===== src/rtl/pcileech_ft601_pkg.sv =====
// -----------------------------------------------------------------------------
// pcileech_ft601_pkg
//   Shared definitions for the FT601 receive/transmit buffering chain:
//   the host filler dword, the 256-bit word geometry, the receive packer
//   state encoding and a helper that pads a partial word with filler.
// -----------------------------------------------------------------------------
package pcileech_ft601_pkg;

    // Filler dword the host inserts to pad its transfers.
    localparam logic [31:0] FT601_MAGIC_DWORD = 32'h66665555;

    localparam int DWORDS_PER_WORD = 8;
    // Wide enough to count 0..DWORDS_PER_WORD inclusive.
    localparam int IDX_W = $clog2(DWORDS_PER_WORD + 1);

    typedef logic [DWORDS_PER_WORD-1:0][31:0] dword_word_t;

    typedef enum logic [1:0] {
        EMPTY,  // accumulator holds no dwords
        FILL,   // accumulator holds 1..7 dwords
        FULL    // accumulator holds 8 dwords, waiting for the output register
    } rx_pack_state_e;

    // Keep slots 0..cnt-1 of acc, replace the rest with the filler value.
    function automatic dword_word_t pad_word(input dword_word_t      acc,
                                             input logic [IDX_W-1:0] cnt,
                                             input logic [31:0]      magic);
        dword_word_t w;
        for (int k = 0; k < DWORDS_PER_WORD; k++) begin
            w[k] = (k < int'(cnt)) ? acc[k] : magic;
        end
        return w;
    endfunction

endpackage


===== src/rtl/pcileech_ft601_rx_packer_if.sv =====
// -----------------------------------------------------------------------------
// pcileech_ft601_rx_packer_if
//   Bundles the dword input stream from the FT601 controller and the packed
//   256-bit valid/ready output toward the FIFO controller.
//   master : the packer (consumes rx_*, produces dout*)
//   slave  : the surrounding logic (produces rx_*, consumes dout*)
// -----------------------------------------------------------------------------
interface pcileech_ft601_rx_packer_if;
    import pcileech_ft601_pkg::*;

    logic [31:0]      rx_data;
    logic             rx_wren;
    logic [255:0]     dout;
    logic [IDX_W-1:0] dout_cnt;
    logic             dout_valid;
    logic             dout_ready;

    modport master (
        input  rx_data, rx_wren, dout_ready,
        output dout, dout_cnt, dout_valid
    );

    modport slave (
        output rx_data, rx_wren, dout_ready,
        input  dout, dout_cnt, dout_valid
    );

endinterface


===== src/rtl/pcileech_rx_out_reg.sv =====
// -----------------------------------------------------------------------------
// pcileech_rx_out_reg
//   Single-entry valid/ready output register for packed words.
//   Ports:
//     clk, rst            clock, synchronous active-high reset
//     load                capture load_data/load_cnt (only issued when free)
//     load_data, load_cnt word and its real dword count
//     ready               downstream accepts the held word
//     data, cnt, valid    held word, count and valid flag
//     free                register can take a new word this cycle
// -----------------------------------------------------------------------------
module pcileech_rx_out_reg
    import pcileech_ft601_pkg::*;
(
    input  logic             clk,
    input  logic             rst,
    input  logic             load,
    input  logic [255:0]     load_data,
    input  logic [IDX_W-1:0] load_cnt,
    input  logic             ready,
    output logic [255:0]     data,
    output logic [IDX_W-1:0] cnt,
    output logic             valid,
    output logic             free
);

    // Empty, or the held word leaves on this same edge.
    assign free = ~valid | ready;

    // NOTE: sequential state uses non-blocking assignments so every register
    // samples pre-edge values regardless of process evaluation order.
    always_ff @(posedge clk) begin
        if (rst) begin
            data  <= '0;
            cnt   <= '0;
            valid <= 1'b0;
        end else if (load) begin
            data  <= load_data;
            cnt   <= load_cnt;
            valid <= 1'b1;
        end else if (valid && ready) begin
            valid <= 1'b0;
        end
    end

endmodule


===== src/rtl/pcileech_ft601_rx_packer.sv =====
// -----------------------------------------------------------------------------
// pcileech_ft601_rx_packer
//   Packs the FT601 controller's 32-bit dword stream into 256-bit words.
//   Host filler dwords are optionally dropped; a partial word is flushed,
//   padded with filler, after TIMEOUT_CYCLES idle cycles.
//   Ports:
//     clk, rst       clock, synchronous active-high reset
//     bus (master)   rx_data/rx_wren in, dout/dout_cnt/dout_valid/dout_ready out
//     overflow       sticky: a dword was lost with accumulator and output full
//     magic_dropped  saturating count of filtered filler dwords
// -----------------------------------------------------------------------------
module pcileech_ft601_rx_packer
    import pcileech_ft601_pkg::*;
#(
    parameter logic [31:0] MAGIC_DWORD    = FT601_MAGIC_DWORD,
    parameter bit          FILTER_MAGIC   = 1'b1,
    parameter int          TIMEOUT_CYCLES = 64
) (
    input  logic                          clk,
    input  logic                          rst,
    pcileech_ft601_rx_packer_if.master    bus,
    output logic                          overflow,
    output logic [15:0]                   magic_dropped
);

    localparam logic [15:0]      IDLE_MAX = 16'(TIMEOUT_CYCLES - 1);
    localparam logic [IDX_W-1:0] IDX_LAST = IDX_W'(DWORDS_PER_WORD - 1);
    localparam logic [IDX_W-1:0] IDX_FULL = IDX_W'(DWORDS_PER_WORD);
    localparam logic [IDX_W-1:0] IDX_ONE  = IDX_W'(1);

    rx_pack_state_e   state_q, state_d;
    logic [IDX_W-1:0] idx_q, idx_d;
    logic [15:0]      idle_q, idle_d;
    dword_word_t      acc_q;

    logic             is_filtered;
    logic             is_data;
    logic             accept;
    logic             out_free;
    logic             load;
    dword_word_t      load_data;
    logic [IDX_W-1:0] load_cnt;
    dword_word_t      acc_plus_new;

    assign is_filtered = bus.rx_wren && FILTER_MAGIC && (bus.rx_data == MAGIC_DWORD);
    assign is_data     = bus.rx_wren && !is_filtered;
    assign accept      = is_data && (state_q != FULL);

    // Accumulator with the incoming dword already in its slot, so the 8th
    // dword can go straight to the output register on the edge it arrives.
    always_comb begin
        acc_plus_new = acc_q;
        acc_plus_new[DWORDS_PER_WORD-1] = bus.rx_data;
    end

    // NOTE: every signal assigned here gets a default first, so no path
    // leaves one unassigned and no latch is inferred.
    always_comb begin
        state_d   = state_q;
        idx_d     = idx_q;
        idle_d    = idle_q;
        load      = 1'b0;
        load_data = acc_q;
        load_cnt  = IDX_FULL;

        unique case (state_q)
            EMPTY: begin
                idle_d = '0;
                if (accept) begin
                    idx_d   = idx_q + IDX_ONE;
                    state_d = FILL;
                end
            end

            FILL: begin
                if (accept) begin
                    idle_d = '0;
                    if (idx_q == IDX_LAST) begin
                        if (out_free) begin
                            load      = 1'b1;
                            load_data = acc_plus_new;
                            idx_d     = '0;
                            state_d   = EMPTY;
                        end else begin
                            idx_d   = IDX_FULL;
                            state_d = FULL;
                        end
                    end else begin
                        idx_d = idx_q + IDX_ONE;
                    end
                end else if (idle_q == IDLE_MAX) begin
                    // Timed out: flush when possible, otherwise keep the
                    // counter saturated and retry every cycle.
                    if (out_free) begin
                        load      = 1'b1;
                        load_data = pad_word(acc_q, idx_q, MAGIC_DWORD);
                        load_cnt  = idx_q;
                        idx_d     = '0;
                        idle_d    = '0;
                        state_d   = EMPTY;
                    end
                end else begin
                    idle_d = idle_q + 16'd1;
                end
            end

            FULL: begin
                if (out_free) begin
                    load    = 1'b1;
                    idx_d   = '0;
                    idle_d  = '0;
                    state_d = EMPTY;
                end
            end

            default: begin
                idx_d   = '0;
                idle_d  = '0;
                state_d = EMPTY;
            end
        endcase
    end

    always_ff @(posedge clk) begin
        if (rst) begin
            state_q       <= EMPTY;
            idx_q         <= '0;
            idle_q        <= '0;
            overflow      <= 1'b0;
            magic_dropped <= '0;
        end else begin
            state_q <= state_d;
            idx_q   <= idx_d;
            idle_q  <= idle_d;
            // A data dword arriving in FULL is lost, even on the cycle the
            // accumulator drains into the output register.
            if (is_data && (state_q == FULL)) begin
                overflow <= 1'b1;
            end
            if (is_filtered && (magic_dropped != 16'hFFFF)) begin
                magic_dropped <= magic_dropped + 16'd1;
            end
        end
    end

    // NOTE: the accumulator is plain storage with no reset; slots are always
    // written before they are read, and unwritten slots are replaced by
    // filler on a flush.
    always_ff @(posedge clk) begin
        if (accept) begin
            acc_q[idx_q[2:0]] <= bus.rx_data;
        end
    end

    pcileech_rx_out_reg u_out_reg (
        .clk       (clk),
        .rst       (rst),
        .load      (load),
        .load_data (load_data),
        .load_cnt  (load_cnt),
        .ready     (bus.dout_ready),
        .data      (bus.dout),
        .cnt       (bus.dout_cnt),
        .valid     (bus.dout_valid),
        .free      (out_free)
    );

endmodule


===== src/flat_wrapper.sv =====
// flat-port wrapper written by rule: the top's interface ports become plain ports
module pcileech_ft601_rx_packer_flat import pcileech_ft601_pkg::*;
#(
    parameter logic [31:0] MAGIC_DWORD    = FT601_MAGIC_DWORD,
    parameter bit          FILTER_MAGIC   = 1'b1,
    parameter int          TIMEOUT_CYCLES = 64
)
  (clk, rst, overflow, magic_dropped, bus_rx_data, bus_rx_wren, bus_dout_ready, bus_dout, bus_dout_cnt, bus_dout_valid);
  pcileech_ft601_rx_packer_if bus_i ();
  input  logic clk;
  input  logic rst;
  output logic overflow;
  output logic [15:0] magic_dropped;
  input wire logic [$bits(bus_i.rx_data)-1:0] bus_rx_data;
  input wire logic [$bits(bus_i.rx_wren)-1:0] bus_rx_wren;
  input wire logic [$bits(bus_i.dout_ready)-1:0] bus_dout_ready;
  output wire logic [$bits(bus_i.dout)-1:0] bus_dout;
  output wire logic [$bits(bus_i.dout_cnt)-1:0] bus_dout_cnt;
  output wire logic [$bits(bus_i.dout_valid)-1:0] bus_dout_valid;
  assign bus_i.rx_data = bus_rx_data;
  assign bus_i.rx_wren = bus_rx_wren;
  assign bus_i.dout_ready = bus_dout_ready;
  assign bus_dout = bus_i.dout;
  assign bus_dout_cnt = bus_i.dout_cnt;
  assign bus_dout_valid = bus_i.dout_valid;
  pcileech_ft601_rx_packer #(.MAGIC_DWORD(MAGIC_DWORD), .FILTER_MAGIC(FILTER_MAGIC), .TIMEOUT_CYCLES(TIMEOUT_CYCLES)) u_core (.clk(clk), .rst(rst), .bus(bus_i), .overflow(overflow), .magic_dropped(magic_dropped));
endmodule

===== config.mk =====
export PLATFORM = sky130hd
export DESIGN_NAME = pcileech_ft601_rx_packer_flat
export DESIGN_NICKNAME = d
export VERILOG_FILES = /design/src/rtl/pcileech_ft601_pkg.sv /design/src/rtl/pcileech_ft601_rx_packer_if.sv /design/src/rtl/pcileech_rx_out_reg.sv /design/src/rtl/pcileech_ft601_rx_packer.sv /design/src/flat_wrapper.sv
export SDC_FILE = /design/constraint.sdc
export NUM_CORES = 1
export LEC_CHECK = 0
export CORE_ASPECT_RATIO = 0.7
export CORE_UTILIZATION = 49
export CTS_CLUSTER_SIZE = 8
export DETAILED_ROUTE_END_ITERATION = 6
export PLACE_DENSITY = 0.82
export SETUP_SLACK_MARGIN = 0.2
export SLEW_MARGIN = 20
export SYNTH_ARGS = -nofsm -noshare
export SYNTH_HDL_FRONTEND = slang
export SYNTH_SLANG_ARGS = --single-unit

===== constraint.sdc =====
create_clock -name clk -period 6.5 [get_ports clk]
set_input_delay 1.3 -clock clk [delete_from_list [all_inputs] [get_ports clk]]
set_output_delay 1.3 -clock clk [all_outputs]
set_load 0.005 [all_outputs]

## Word-level counts from Yosys, hierarchy flattened

Cells that the tools add are included.

| operators by class | value |
|---|---|
| mux-type cells | 46 |
| bitwise logic cells | 2 |
| $add $sub $neg | 3 |
| reduce and logical (&&, ||, !) cells | 12 |
| $lt $le $gt $ge | 10 |
| eq/ne operators | 10 |

Operators with widths:

| cell | number |
|---|---|
| $mux 256 | 6 |
| $mux 32 | 9 |
| $bwmux 256 | 1 |
| $demux 32 s3 | 1 |
| $mux 16 | 3 |
| $mux 4 | 10 |
| $add 16x1->16 const B | 2 |
| $eq 32x31->1 const B | 1 |
| $pmux 16 s2 | 1 |
| $eq 16x6->1 const B | 1 |
| $lt 3x4->1 const A | 4 |
| $ne 16x16->1 const B | 1 |
| $mux 2 | 6 |
| $pmux 4 s3 | 1 |
| $lt 1x4->1 const A | 2 |
| $lt 2x4->1 const A | 2 |
| $logic_and 1x1->1 | 7 |
| $mux 1 | 6 |
| $pmux 2 s3 | 1 |
| $add 4x1->4 const B | 1 |
| $eq 4x3->1 const B | 1 |
| $lt 3x4->1 const B | 1 |
| $ge 3x1->1 const B | 1 |
| $ne 3x1->1 const B | 1 |
| 13 further kinds | 13 |

| storage, ports and cells | value |
|---|---|
| bits of input ports | 36 |
| word-level logic and storage cells | 99 |
| register bits after elaboration | 556 |

## Logic depth before layout (Yosys ltp)

Gate-level depths: netlist (run 1).

| depth | value |
|---|---|
| depth after elaboration | 8 |
| depth in mapped cells | 12 |

## Hierarchy

Synthesis (run 1) repeated with hierarchy kept, for this count alone.

| unflattened totals | value |
|---|---|
| cell total of the unflattened synthesis | 1719 |
| area total of the unflattened synthesis | 21385.5 um2 |

By module, submodules not included:

| module | cells an instance | times used | area an instance (um2) |
|---|---|---|---|
| pcileech_ft601_rx_packer | 877 | 1 | 12145.4 |
| pcileech_rx_out_reg | 842 | 1 | 9240.1 |

## Least setup slack after synthesis (run 1)

OpenSTA, ideal clock, no wires.

| timing path | value |
|---|---|
| kind | input to register |
| start | input port bus_rx_data[4] |
| end | register u_core.acc_q, in the netlist u_core.acc_plus_new[128] (enable) |
| library setup time | 0.502 ns |
| arrival | 5.311 ns |
| stages on the path | 6 |
| data required time | 5.998 ns |
| setup slack | 0.687 ns |
| cells stage by stage | nor4bb_1 -> and4_1 -> a21o_1 -> buf_2 -> buf_1 -> nor4_1 |

| between the ends | value |
|---|---|
| word-level cells in the longest chain between the ends | 5 |

RTL lines:

| element | line | RTL |
|---|---|---|
| start, declared | flat_wrapper.sv:14 | `input wire logic [$bits(bus_i.rx_data)-1:0] bus_rx_data;` |
| $eq 32x31->1 | pcileech_ft601_rx_packer.sv:45 | `assign is_filtered = bus.rx_wren && FILTER_MAGIC && (bus.rx_data == MAGIC_DWORD);` |
| $logic_and 1x1->1 | pcileech_ft601_rx_packer.sv:45 |  |
| $logic_not 1->1 | pcileech_ft601_rx_packer.sv:46 | `assign is_data = bus.rx_wren && !is_filtered;` |
| $logic_and 1x1->1 | pcileech_ft601_rx_packer.sv:46 |  |
| $logic_and 1x1->1 | pcileech_ft601_rx_packer.sv:47 | `assign accept = is_data && (state_q != FULL);` |
| end signal, assigned by index | pcileech_ft601_rx_packer.sv:151 | `acc_q[idx_q[2:0]] <= bus.rx_data;` |
| end, declared | pcileech_ft601_rx_packer.sv:34 | `dword_word_t acc_q;` |

Every way passes these cells.
A chain may end at the register's enable or synchronous reset.

## Final worst setup path (run 1)

| timing path | value |
|---|---|
| start | input port bus_rx_data[27] |
| end | register u_core.u_out_reg.data[240] |

| between the ends | value |
|---|---|
| word-level cells in the longest chain between the ends | 7 |
| elaborated cells on any way between the ends | 9 |

RTL lines:

| element | line | RTL |
|---|---|---|
| $eq 32x31->1 * | pcileech_ft601_rx_packer.sv:45 |  |
| $logic_and 1x1->1 * | pcileech_ft601_rx_packer.sv:45 |  |
| $logic_not 1->1 * | pcileech_ft601_rx_packer.sv:46 |  |
| $logic_and 1x1->1 * | pcileech_ft601_rx_packer.sv:46 |  |
| $logic_and 1x1->1 * | pcileech_ft601_rx_packer.sv:47 |  |
| $mux 1 or $mux 256 (tied branches) | pcileech_ft601_rx_packer.sv:76 | `if (accept) begin` |
| $pmux 1 s2 or $mux 256 (tied branches) | pcileech_ft601_rx_packer.sv:66 | `unique case (state_q)` |
| end signal, assigned | pcileech_rx_out_reg.sv:38 | `data <= load_data;` |
| end, declared | pcileech_rx_out_reg.sv:21 | `output logic [255:0] data,` |

Every way passes the cells marked *; elsewhere a longest branch is shown, timed or not.

==> run summary, run 1 <==
### Outcome
• **result of the run** finished with violations
• **violated checks** DRC

### Setup path
• **Worst Setup Path Type** in2reg
• **CP delay by family, top** buffers and inverters
• **kind of end point of the critical path** flip-flop
• **critical path buffer and inverter count** 2
• **data required time of the worst path** 6990 ps
• **cells along the critical path** clkdlybuf4s50_1 -> nor4bb_1 -> nand4_1 -> o21ai_0 -> a2111o_2 -> buf_12 -> a221oi_1 -> nor3_1
• **startpoint types** primary input
• **end of the worst register-to-register path** u_core.u_out_reg.data[243]
• **Crit path largest cell delay** 870 ps
• **Max Fanout on Critical Path** 208
• **startpoint of the most critical register-to-register path** u_core.state_q[1]
• **worst r2r path cells** 8
• **CP Data Arrival Time** 5030 ps
• **standard cell with the maximum stage delay on the critical path** sky130_fd_sc_hd__clkdlybuf4s50_1
• **slack of the worst reg-to-reg path** 2970 ps

### Clock network
• **insertion delay of the later-clocked pin in the worst-skew pair** 600 ps
• **clock tree from TritonCTS** done
• **CTS Sinks** 556
• **clock buffers created by TritonCTS** 79
• **largest buffer count on any clock path** 3
• **Post-CTS Setup Inserts** 0
• **# hold bufs at CTS** 0
• **Clk Tree Root Cell** sky130_fd_sc_hd__clkbuf_16
• **total of cells resized after clock tree synthesis** 0
• **clock transition at the registers of the reported paths** 50 ps
• **Clock H-tree levels** 3

### Pwr
• **cell internal power dissipation** 6.12 mW
• **largest vdd supply drop** 0.193 mV
• **Psw** 1.69 mW
• **cell leakage power** 8.17 nW
• **ratio of total power to cell area** 304 nW/um^2
• **net switching fraction of the power** 21.6%
• **part of the power in the clock network** 48.4%
• **total power of the final layout** 7.81 mW
• **part of the total power dissipated in combinational logic** 3.5%
• **share of total power in sequential cells** 48.0%

### STA
• **Final Critical Period** 4540 ps
• **RSZ-0062 raised after global routing** no
• **number of failing setup endpoints in the final timing report** 0
• **hold violation count in the final report** 0
• **Final Slew Violations** 0
• **worst-case hold slack** 449 ps
• **crit share post-route** 69.9%
• **slew at the pin closest to its max-slew limit** 1080 ps
• **final setup skew** 21.8 ps
• **Total Neg Setup Slack** 0 ps
• **maximum achievable frequency** 220 MHz
• **Relative slew margins** 28.3%

### Synthesis
• **mean post-synth cell area** 11.3 um^2
• **flops & latches, synth** 556
• **gate count of the mapped netlist** 1,752
• **number of unique standard cell types used by synthesis** 55
• **count of flip-flops with a built-in enable after synthesis** 256
• **sequential element share of the synthesized area** 69.2%
• **most common flop cell mapped by yosys** sky130_fd_sc_hd__dfxtp_1
• **Async S/R FF share, synth** 0%
• **cell area after synthesis** 19,800 um^2
• **count of yosys warnings during synthesis** 0
• **synthesized netlist net count** 1,796

### Floorplanning
• **standard-cell row count** 61
• **height of the die** 170 um
• **CORE AREA** 39,800 um^2
• **floorplan die width** 242 um
• **initial cell density of the core** 49.8%
• **top-level port count** 314
• **area of the die** 41,200 um^2

### Worst hold path
• **Worst Hold Launch** u_core.u_out_reg.data[47]
• **cell depth of the worst hold path** 2
• **Hold Path End** u_core.u_out_reg.data[47]
• **Hold/Removal Path Class** reg2reg

### Drt
• **detailed-router iteration count before antenna repair** 7
• **Detail Route Antenna Nets** 0
• **vias per std cell** 5.91
• **DRC violations left** 7
• **aggregate routed wire length** 59,000 um
• **routed length per instance** 22.2 um
• **drt initial violations** 1,722
• **count of vias placed by the detailed router** 15,683

### Final layout
• **layout overhead on the synthesized area** 29.9%
• **net count reported at finish** 2,099
• **post-route core utilization** 64.6%
• **total area of multi-input combinational cells** 5510 um^2
• **share of final-layout standard cells stronger than drive strength 1** 6.89%
• **number of inserted filler cells in the final layout** 2,812
• **total area of sequential cells** 13,700 um^2

### Run
• **MaxCap Viol Count** 0

### Placement
• **HPWL after detailed placement** 36,100 um
• **final RePlAce weighted congestion** 0.891
• **count of buffers from port buffering** 313

### GRT
• **pin count of the biggest net entering global routing** 209
• **total gr overflow** 0
• **number of antenna violations at the first check in global routing** 3
• **via count of the first global-routing pass** 15,045
• **total global-route track usage** 27.8%
• **wire length of the first global-routing pass** 87,600 um

## registers in the layout (all words and copies together) (netlist names)
register	count
u_core.u_out_reg.data	256
u_core.acc_plus_new	224
u_core.acc_q	32
u_core.idle_q	16
u_core.magic_dropped	16
u_core.idx_q	4
u_core.u_out_reg.cnt	4
u_core.state_q	2
u_core.overflow	1
u_core.u_out_reg.valid	1
## how the worst max path moves through the flow
stage | startpoint | to | slack (ps) | cells past startpoint
2_1_floorplan | bus_rx_data[4] | u_core.acc_plus_new[128] | 690 | 6
3_3_place_gp | bus_rx_data[13] | u_core.u_out_reg.data[73] | 1660 | 7
3_5_place_dp | bus_rx_data[27] | u_core.u_out_reg.data[190] | 1580 | 8
4_1_cts | bus_rx_data[27] | u_core.u_out_reg.data[243] | 2130 | 8
5_1_grt | bus_rx_data[27] | u_core.u_out_reg.data[240] | 1750 | 8
6_report | bus_rx_data[27] | u_core.u_out_reg.data[240] | 1960 | 8
## power groups by stage
stage	logic (mW)	registers (mW)	clock network (mW)
global route	0.289	3.75	3.99
finish	0.275	3.75	3.78
CTS	0.268	3.75	3.83
detailed placement	0.266	3.82	0
floorplan	0.111	3.81	0
global placement	0.259	3.82	0
## synth_stat cells, types with 3 or more instances
cell type,instances,share of area [%]
sky130_fd_sc_hd__and4_1,7,0.31
sky130_fd_sc_hd__o21ai_0,9,0.23
sky130_fd_sc_hd__a311oi_1,5,0.22
sky130_fd_sc_hd__a21oi_1,140,3.5
sky130_fd_sc_hd__nand3_1,139,3.5
sky130_fd_sc_hd__mux2i_1,3,0.15
sky130_fd_sc_hd__or3_1,10,0.32
sky130_fd_sc_hd__nand2b_1,8,0.25
sky130_fd_sc_hd__dfxtp_1,300,30
sky130_fd_sc_hd__inv_1,13,0.25
sky130_fd_sc_hd__nor4bb_1,8,0.40
sky130_fd_sc_hd__xnor2_1,3,0.13
sky130_fd_sc_hd__nor4_1,7,0.22
sky130_fd_sc_hd__nand4_1,22,0.70
sky130_fd_sc_hd__o311ai_0,3,0.13
sky130_fd_sc_hd__a221oi_1,16,0.71
sky130_fd_sc_hd__nor2b_1,3,0.095
sky130_fd_sc_hd__nor2_1,170,3.2
sky130_fd_sc_hd__a21o_1,3,0.11
sky130_fd_sc_hd__o221ai_1,15,0.66
sky130_fd_sc_hd__buf_1,4,0.076
sky130_fd_sc_hd__buf_4,22,0.83
sky130_fd_sc_hd__and2_1,4,0.13
sky130_fd_sc_hd__xor2_1,15,0.66
sky130_fd_sc_hd__buf_2,28,0.71
sky130_fd_sc_hd__edfxtp_1,256,39
sky130_fd_sc_hd__nand2_1,158,3.0
sky130_fd_sc_hd__clkbuf_1,77,1.5
sky130_fd_sc_hd__and3_1,6,0.19
sky130_fd_sc_hd__nor3_1,255,6.4
sky130_fd_sc_hd__ha_1,8,0.51
## kinds of logic after synthesis
family | Yosys count | synth area share, %
flip-flops | 556 | 69.2
adder cells (fa/ha/maj) | 8 | 0.506
multiplexers | 3 | 0.152
AO/OA/AOI/OAI | 218 | 6.83
XOR/XNOR | 18 | 0.797
buffers and inverters | 144 | 3.33
AND/OR/NAND/NOR | 805 | 19.2
## layout make-up
class	count	area share (%)
Sequential cell	556	53.3
Multi-Input combinational cell	1052	21.4
Timing Repair Buffer	353	13.5
Clock buffer	138	8.63
Tap cell	535	2.61
Clock inverter	6	0.351
Inverter	13	0.190
Antenna cell	1	0.00974
## worst reg2reg max path: cells and delay by family, from the launching register on
family,cells,cell delay (ps)
AO/OA/AOI/OAI,3,1290
adder cells (fa/ha/maj),1,600
buffers and inverters,2,430
flip-flops,1,350
AND/OR/NAND/NOR,2,720
## placed cells by master (no fill, tap or decap), types with 6 or more instances in the layout
| cell | instances |
|---|---|
| sky130_fd_sc_hd__inv_1 | 13 |
| sky130_fd_sc_hd__nor4bb_1 | 8 |
| sky130_fd_sc_hd__nand4_1 | 22 |
| sky130_fd_sc_hd__o21ai_0 | 9 |
| sky130_fd_sc_hd__nor2_1 | 167 |
| sky130_fd_sc_hd__nor4_2 | 6 |
| sky130_fd_sc_hd__nand2_1 | 158 |
| sky130_fd_sc_hd__nand3_1 | 139 |
| sky130_fd_sc_hd__and3_1 | 6 |
| sky130_fd_sc_hd__dfxtp_1 | 300 |
| sky130_fd_sc_hd__nor3_1 | 251 |
| sky130_fd_sc_hd__a21oi_1 | 140 |
| sky130_fd_sc_hd__or3_1 | 10 |
| sky130_fd_sc_hd__and4_1 | 7 |
| sky130_fd_sc_hd__nand2b_1 | 8 |
| sky130_fd_sc_hd__o221ai_1 | 15 |
| sky130_fd_sc_hd__ha_1 | 8 |
| sky130_fd_sc_hd__xor2_1 | 15 |
| sky130_fd_sc_hd__edfxtp_1 | 256 |
| sky130_fd_sc_hd__clkbuf_1 | 57 |
| sky130_fd_sc_hd__buf_4 | 38 |
| sky130_fd_sc_hd__clkdlybuf4s50_1 | 312 |
| sky130_fd_sc_hd__a221oi_1 | 16 |
| sky130_fd_sc_hd__clkbuf_16 | 79 |
## per-layer routing
layer	routed length, um	global-route usage, %	part of all wire [%]	vias to the layer above
met5	0	0	0	-
met4	2570	13.9	4.4	0
met3	6420	7.92	11	171
met2	26800	42.7	45	948
met1	23200	36.3	39	7604
li1	-	-	-	6960
## through the flow
stage,setup WS [ps],std cells,cell area [um^2]
2_1_floorplan,687,1752,19800
3_3_place_gp,1660,2509,23400
3_5_place_dp,1580,2509,23400
4_1_cts,2130,2653,25700
5_1_grt,1750,2654,25700
6_report,1960,2654,25700
Note: power is estimated with default switching activity, not from simulation.
==> inputs of run 2 (changes only) <==
Settings changed: CORE_UTILIZATION 49 to 48, PLACE_DENSITY 0.82 to 0.83.
Clock period 6.5 ns to 3.7 ns, I/O delays scaled along.
==> run 2 against run 1 <==
The run now ends clean. Largest power group unchanged. Register-to-register slack worse by 2200 ps. Setup slack worse by 1600 ps. Utilization is 2.0 points higher. Largest cell class unchanged. Via count rose by 3.3%. Combinational power is 100% higher. Clock skew about the same. Final cell count up 3.1%. Non-clock buffer count increased by 82.
==> run summary, run 2 (synthesized netlist as in run 1, its figures left out) <==
### Final layout
• **max FFs per register** 256
• **total area of multi-input combinational cells** 5530 um^2
• **net count reported at finish** 2,181
• **largest reg by FF count** u_core.u_out_reg.data
• **most common cell after layout, fill and taps aside** sky130_fd_sc_hd__clkdlybuf4s50_1
• **total area of sequential cells** 13,700 um^2
• **number of inserted filler cells in the final layout** 2,807
• **leading cell types in the layout, fill and taps excluded** sky130_fd_sc_hd__clkdlybuf4s50_1 (312), sky130_fd_sc_hd__dfxtp_1 (300), sky130_fd_sc_hd__edfxtp_1 (256)
• **final cell count without fillers** 2,735
• **share of final-layout standard cells stronger than drive strength 1** 10.2%
• **layout overhead on the synthesized area** 35.1%

### Floorplanning
• **height of the die** 172 um
• **standard-cell row count** 61
• **initial cell density of the core** 49.3%
• **area of the die** 42,100 um^2
• **floorplan die width** 245 um
• **CORE AREA** 40,100 um^2
• **top-level port count** 314

### Setup path
• **Worst Setup Path Type** in2reg
• **end of the worst register-to-register path** u_core.u_out_reg.data[80]
• **count of cell instances traversed by the critical path** 8
• **slack of the worst reg-to-reg path** 730 ps
• **kind of end point of the critical path** flip-flop
• **CP delay by family, top** compound AO/OA/AOI/OAI gates
• **CP Data Arrival Time** 3800 ps
• **standard cell with the maximum stage delay on the critical path** sky130_fd_sc_hd__clkdlybuf4s50_1
• **Crit path largest cell delay** 670 ps
• **startpoint types** primary input
• **worst r2r path cells** 9
• **startpoint of the most critical register-to-register path** u_core.state_q[0]
• **Max Fanout on Critical Path** 87
• **cells along the critical path** clkdlybuf4s50_1 -> nor4bb_1 -> and4_1 -> a211oi_1 -> a2111o_2 -> buf_12 -> a221oi_1 -> nor3_1
• **critical path buffer and inverter count** 2
• **data required time of the worst path** 4130 ps

### Placement
• **placed insts** 2,589
• **HPWL after detailed placement** 41,700 um
• **count of buffers from port buffering** 313
• **final RePlAce weighted congestion** 0.977

### Drt
• **vias per std cell** 5.92
• **Detail Route Antenna Nets** 0
• **routed length per instance** 23.3 um
• **count of vias placed by the detailed router** 16,194
• **detailed-router iteration count before antenna repair** 6
• **drt initial violations** 1,935
• **aggregate routed wire length** 63,800 um
• **DRC violations left** 0

### Pwr
• **largest vdd supply drop** 0.380 mV
• **net switching fraction of the power** 22.0%
• **Psw** 3.04 mW
• **part of the power in the clock network** 48.3%
• **ratio of total power to cell area** 517 nW/um^2
• **cell leakage power** 8.69 nW
• **share of total power in sequential cells** 47.7%
• **cell internal power dissipation** 10.8 mW
• **part of the total power dissipated in combinational logic** 4.0%

### Clock network
• **clock transition at the registers of the reported paths** 50 ps
• **insertion delay of the later-clocked pin in the worst-skew pair** 600 ps
• **# hold bufs at CTS** 0
• **clock buffers created by TritonCTS** 79
• **CTS Sinks** 556
• **clock tree from TritonCTS** done
• **largest buffer count on any clock path** 3
• **Clock H-tree levels** 3
• **Clk Tree Root Cell** sky130_fd_sc_hd__clkbuf_16

### STA
• **number of failing setup endpoints in the final timing report** 0
• **slew at the pin closest to its max-slew limit** 1010 ps
• **hold violation count in the final report** 0
• **Total Neg Setup Slack** 0 ps
• **Relative slew margins** 32.2%
• **RSZ-0062 raised after global routing** no
• **crit share post-route** 91.0%
• **final setup skew** 22.3 ps
• **Final Critical Period** 3370 ps
• **maximum achievable frequency** 297 MHz
• **Final Slew Violations** 0

### GRT
• **total global-route track usage** 29.8%
• **number of antenna violations at the first check in global routing** 6
• **wire length of the first global-routing pass** 93,800 um
• **pin count of the biggest net entering global routing** 188
• **via count of the first global-routing pass** 15,601
• **total gr overflow** 0

### Worst hold path
• **Hold Path End** u_core.u_out_reg.data[11]
• **Hold/Removal Path Class** reg2reg
• **cell depth of the worst hold path** 2
• **Worst Hold Launch** u_core.u_out_reg.data[11]

### Run
• **MaxCap Viol Count** 0

### Outcome
• **result of the run** finished clean

-- run 2: cell types whose count changed in the layout (fill, tap and decap cells not counted), sizes merged --
| cell | change |
|---|---|
| buf | +82 |
| clkbuf | -2 |
| clkinv | +2 |
| inv | -1 |
-- run 2: power by group through the flow --
| stage | clock [mW] | combinational (mW) | sequential [mW] |
|---|---|---|---|
| after floorplan | 0 | 0.200 | 6.69 |
| after global placement | 0 | 0.525 | 6.70 |
| after detailed placement | 0 | 0.538 | 6.71 |
| after CTS | 6.72 | 0.544 | 6.59 |
| after global routing | 6.99 | 0.580 | 6.59 |
| final | 6.68 | 0.557 | 6.59 |
-- run 2: area by class of cell --
| class | count | share of cell area, % |
|---|---|---|
| diodes | 1 | 0.00936 |
| clock buffers | 136 | 8.27 |
| clock inverters | 7 | 0.351 |
| inverters | 13 | 0.182 |
| multi-input cells | 1052 | 20.7 |
| flip-flops and latches | 556 | 51.2 |
| well taps | 535 | 2.50 |
| repair buffers | 435 | 16.8 |
-- run 2: per-layer routing --
| metal | global-route usage [%] | wire length (um) | vias to the layer above |
|---|---|---|---|
| li1 | - | - | 7130 |
| met1 | 38.5 | 24400 | 7919 |
| met2 | 47.9 | 30000 | 992 |
| met3 | 7.56 | 7050 | 151 |
| met4 | 12.7 | 2340 | 2 |
| met5 | 0 | 13 | - |
-- run 2: worst max path at each step --
stage | slack (ps) | startpoint | endpoint
finish | 330 | bus_rx_data[7] | u_core.u_out_reg.data[244]
global route | 220 | bus_rx_data[21] | u_core.u_out_reg.data[244]
CTS | 370 | bus_rx_data[21] | u_core.acc_plus_new[162]
detailed placement | -230 | bus_rx_data[21] | u_core.acc_plus_new[186]
global placement | -190 | bus_rx_data[21] | u_core.acc_plus_new[181]
floorplan | -230 | bus_rx_data[4] | u_core.acc_plus_new[128]
-- run 2: timing repair --
action	4_1_cts	5_1_grt
endpoints found under the hold margin	0	0
setup buffers	0	2
gates resized for setup	0	1
setup endpoints to repair	0	17
-- run 2: stage by stage --
stage / area, um^2 / power, mW / hold WS [ps] / utilization [%] / setup WS, ps
after CTS: 26700 / 13.9 / 450 / 66.5 / 369
after floorplan: 19800 / 6.90 / 448 / - / -229
after global placement: 24400 / 7.23 / 440 / 60.7 / -186
after detailed placement: 24400 / 7.25 / 444 / 60.7 / -230
final: 26700 / 13.8 / 450 / 66.6 / 334
after global routing: 26700 / 14.2 / 467 / 66.6 / 223
-- run 2: worst register-to-register path: stages, from the launching register on --
cell                       delay (ps)
sky130_fd_sc_hd__dfxtp_1          370
sky130_fd_sc_hd__inv_1            110
sky130_fd_sc_hd__ha_1             350
sky130_fd_sc_hd__nand2b_1         290
sky130_fd_sc_hd__a211oi_1         630
sky130_fd_sc_hd__a2111o_2         290
sky130_fd_sc_hd__buf_12           240
sky130_fd_sc_hd__buf_12           290
sky130_fd_sc_hd__nand2_1          170
sky130_fd_sc_hd__a21oi_1          150
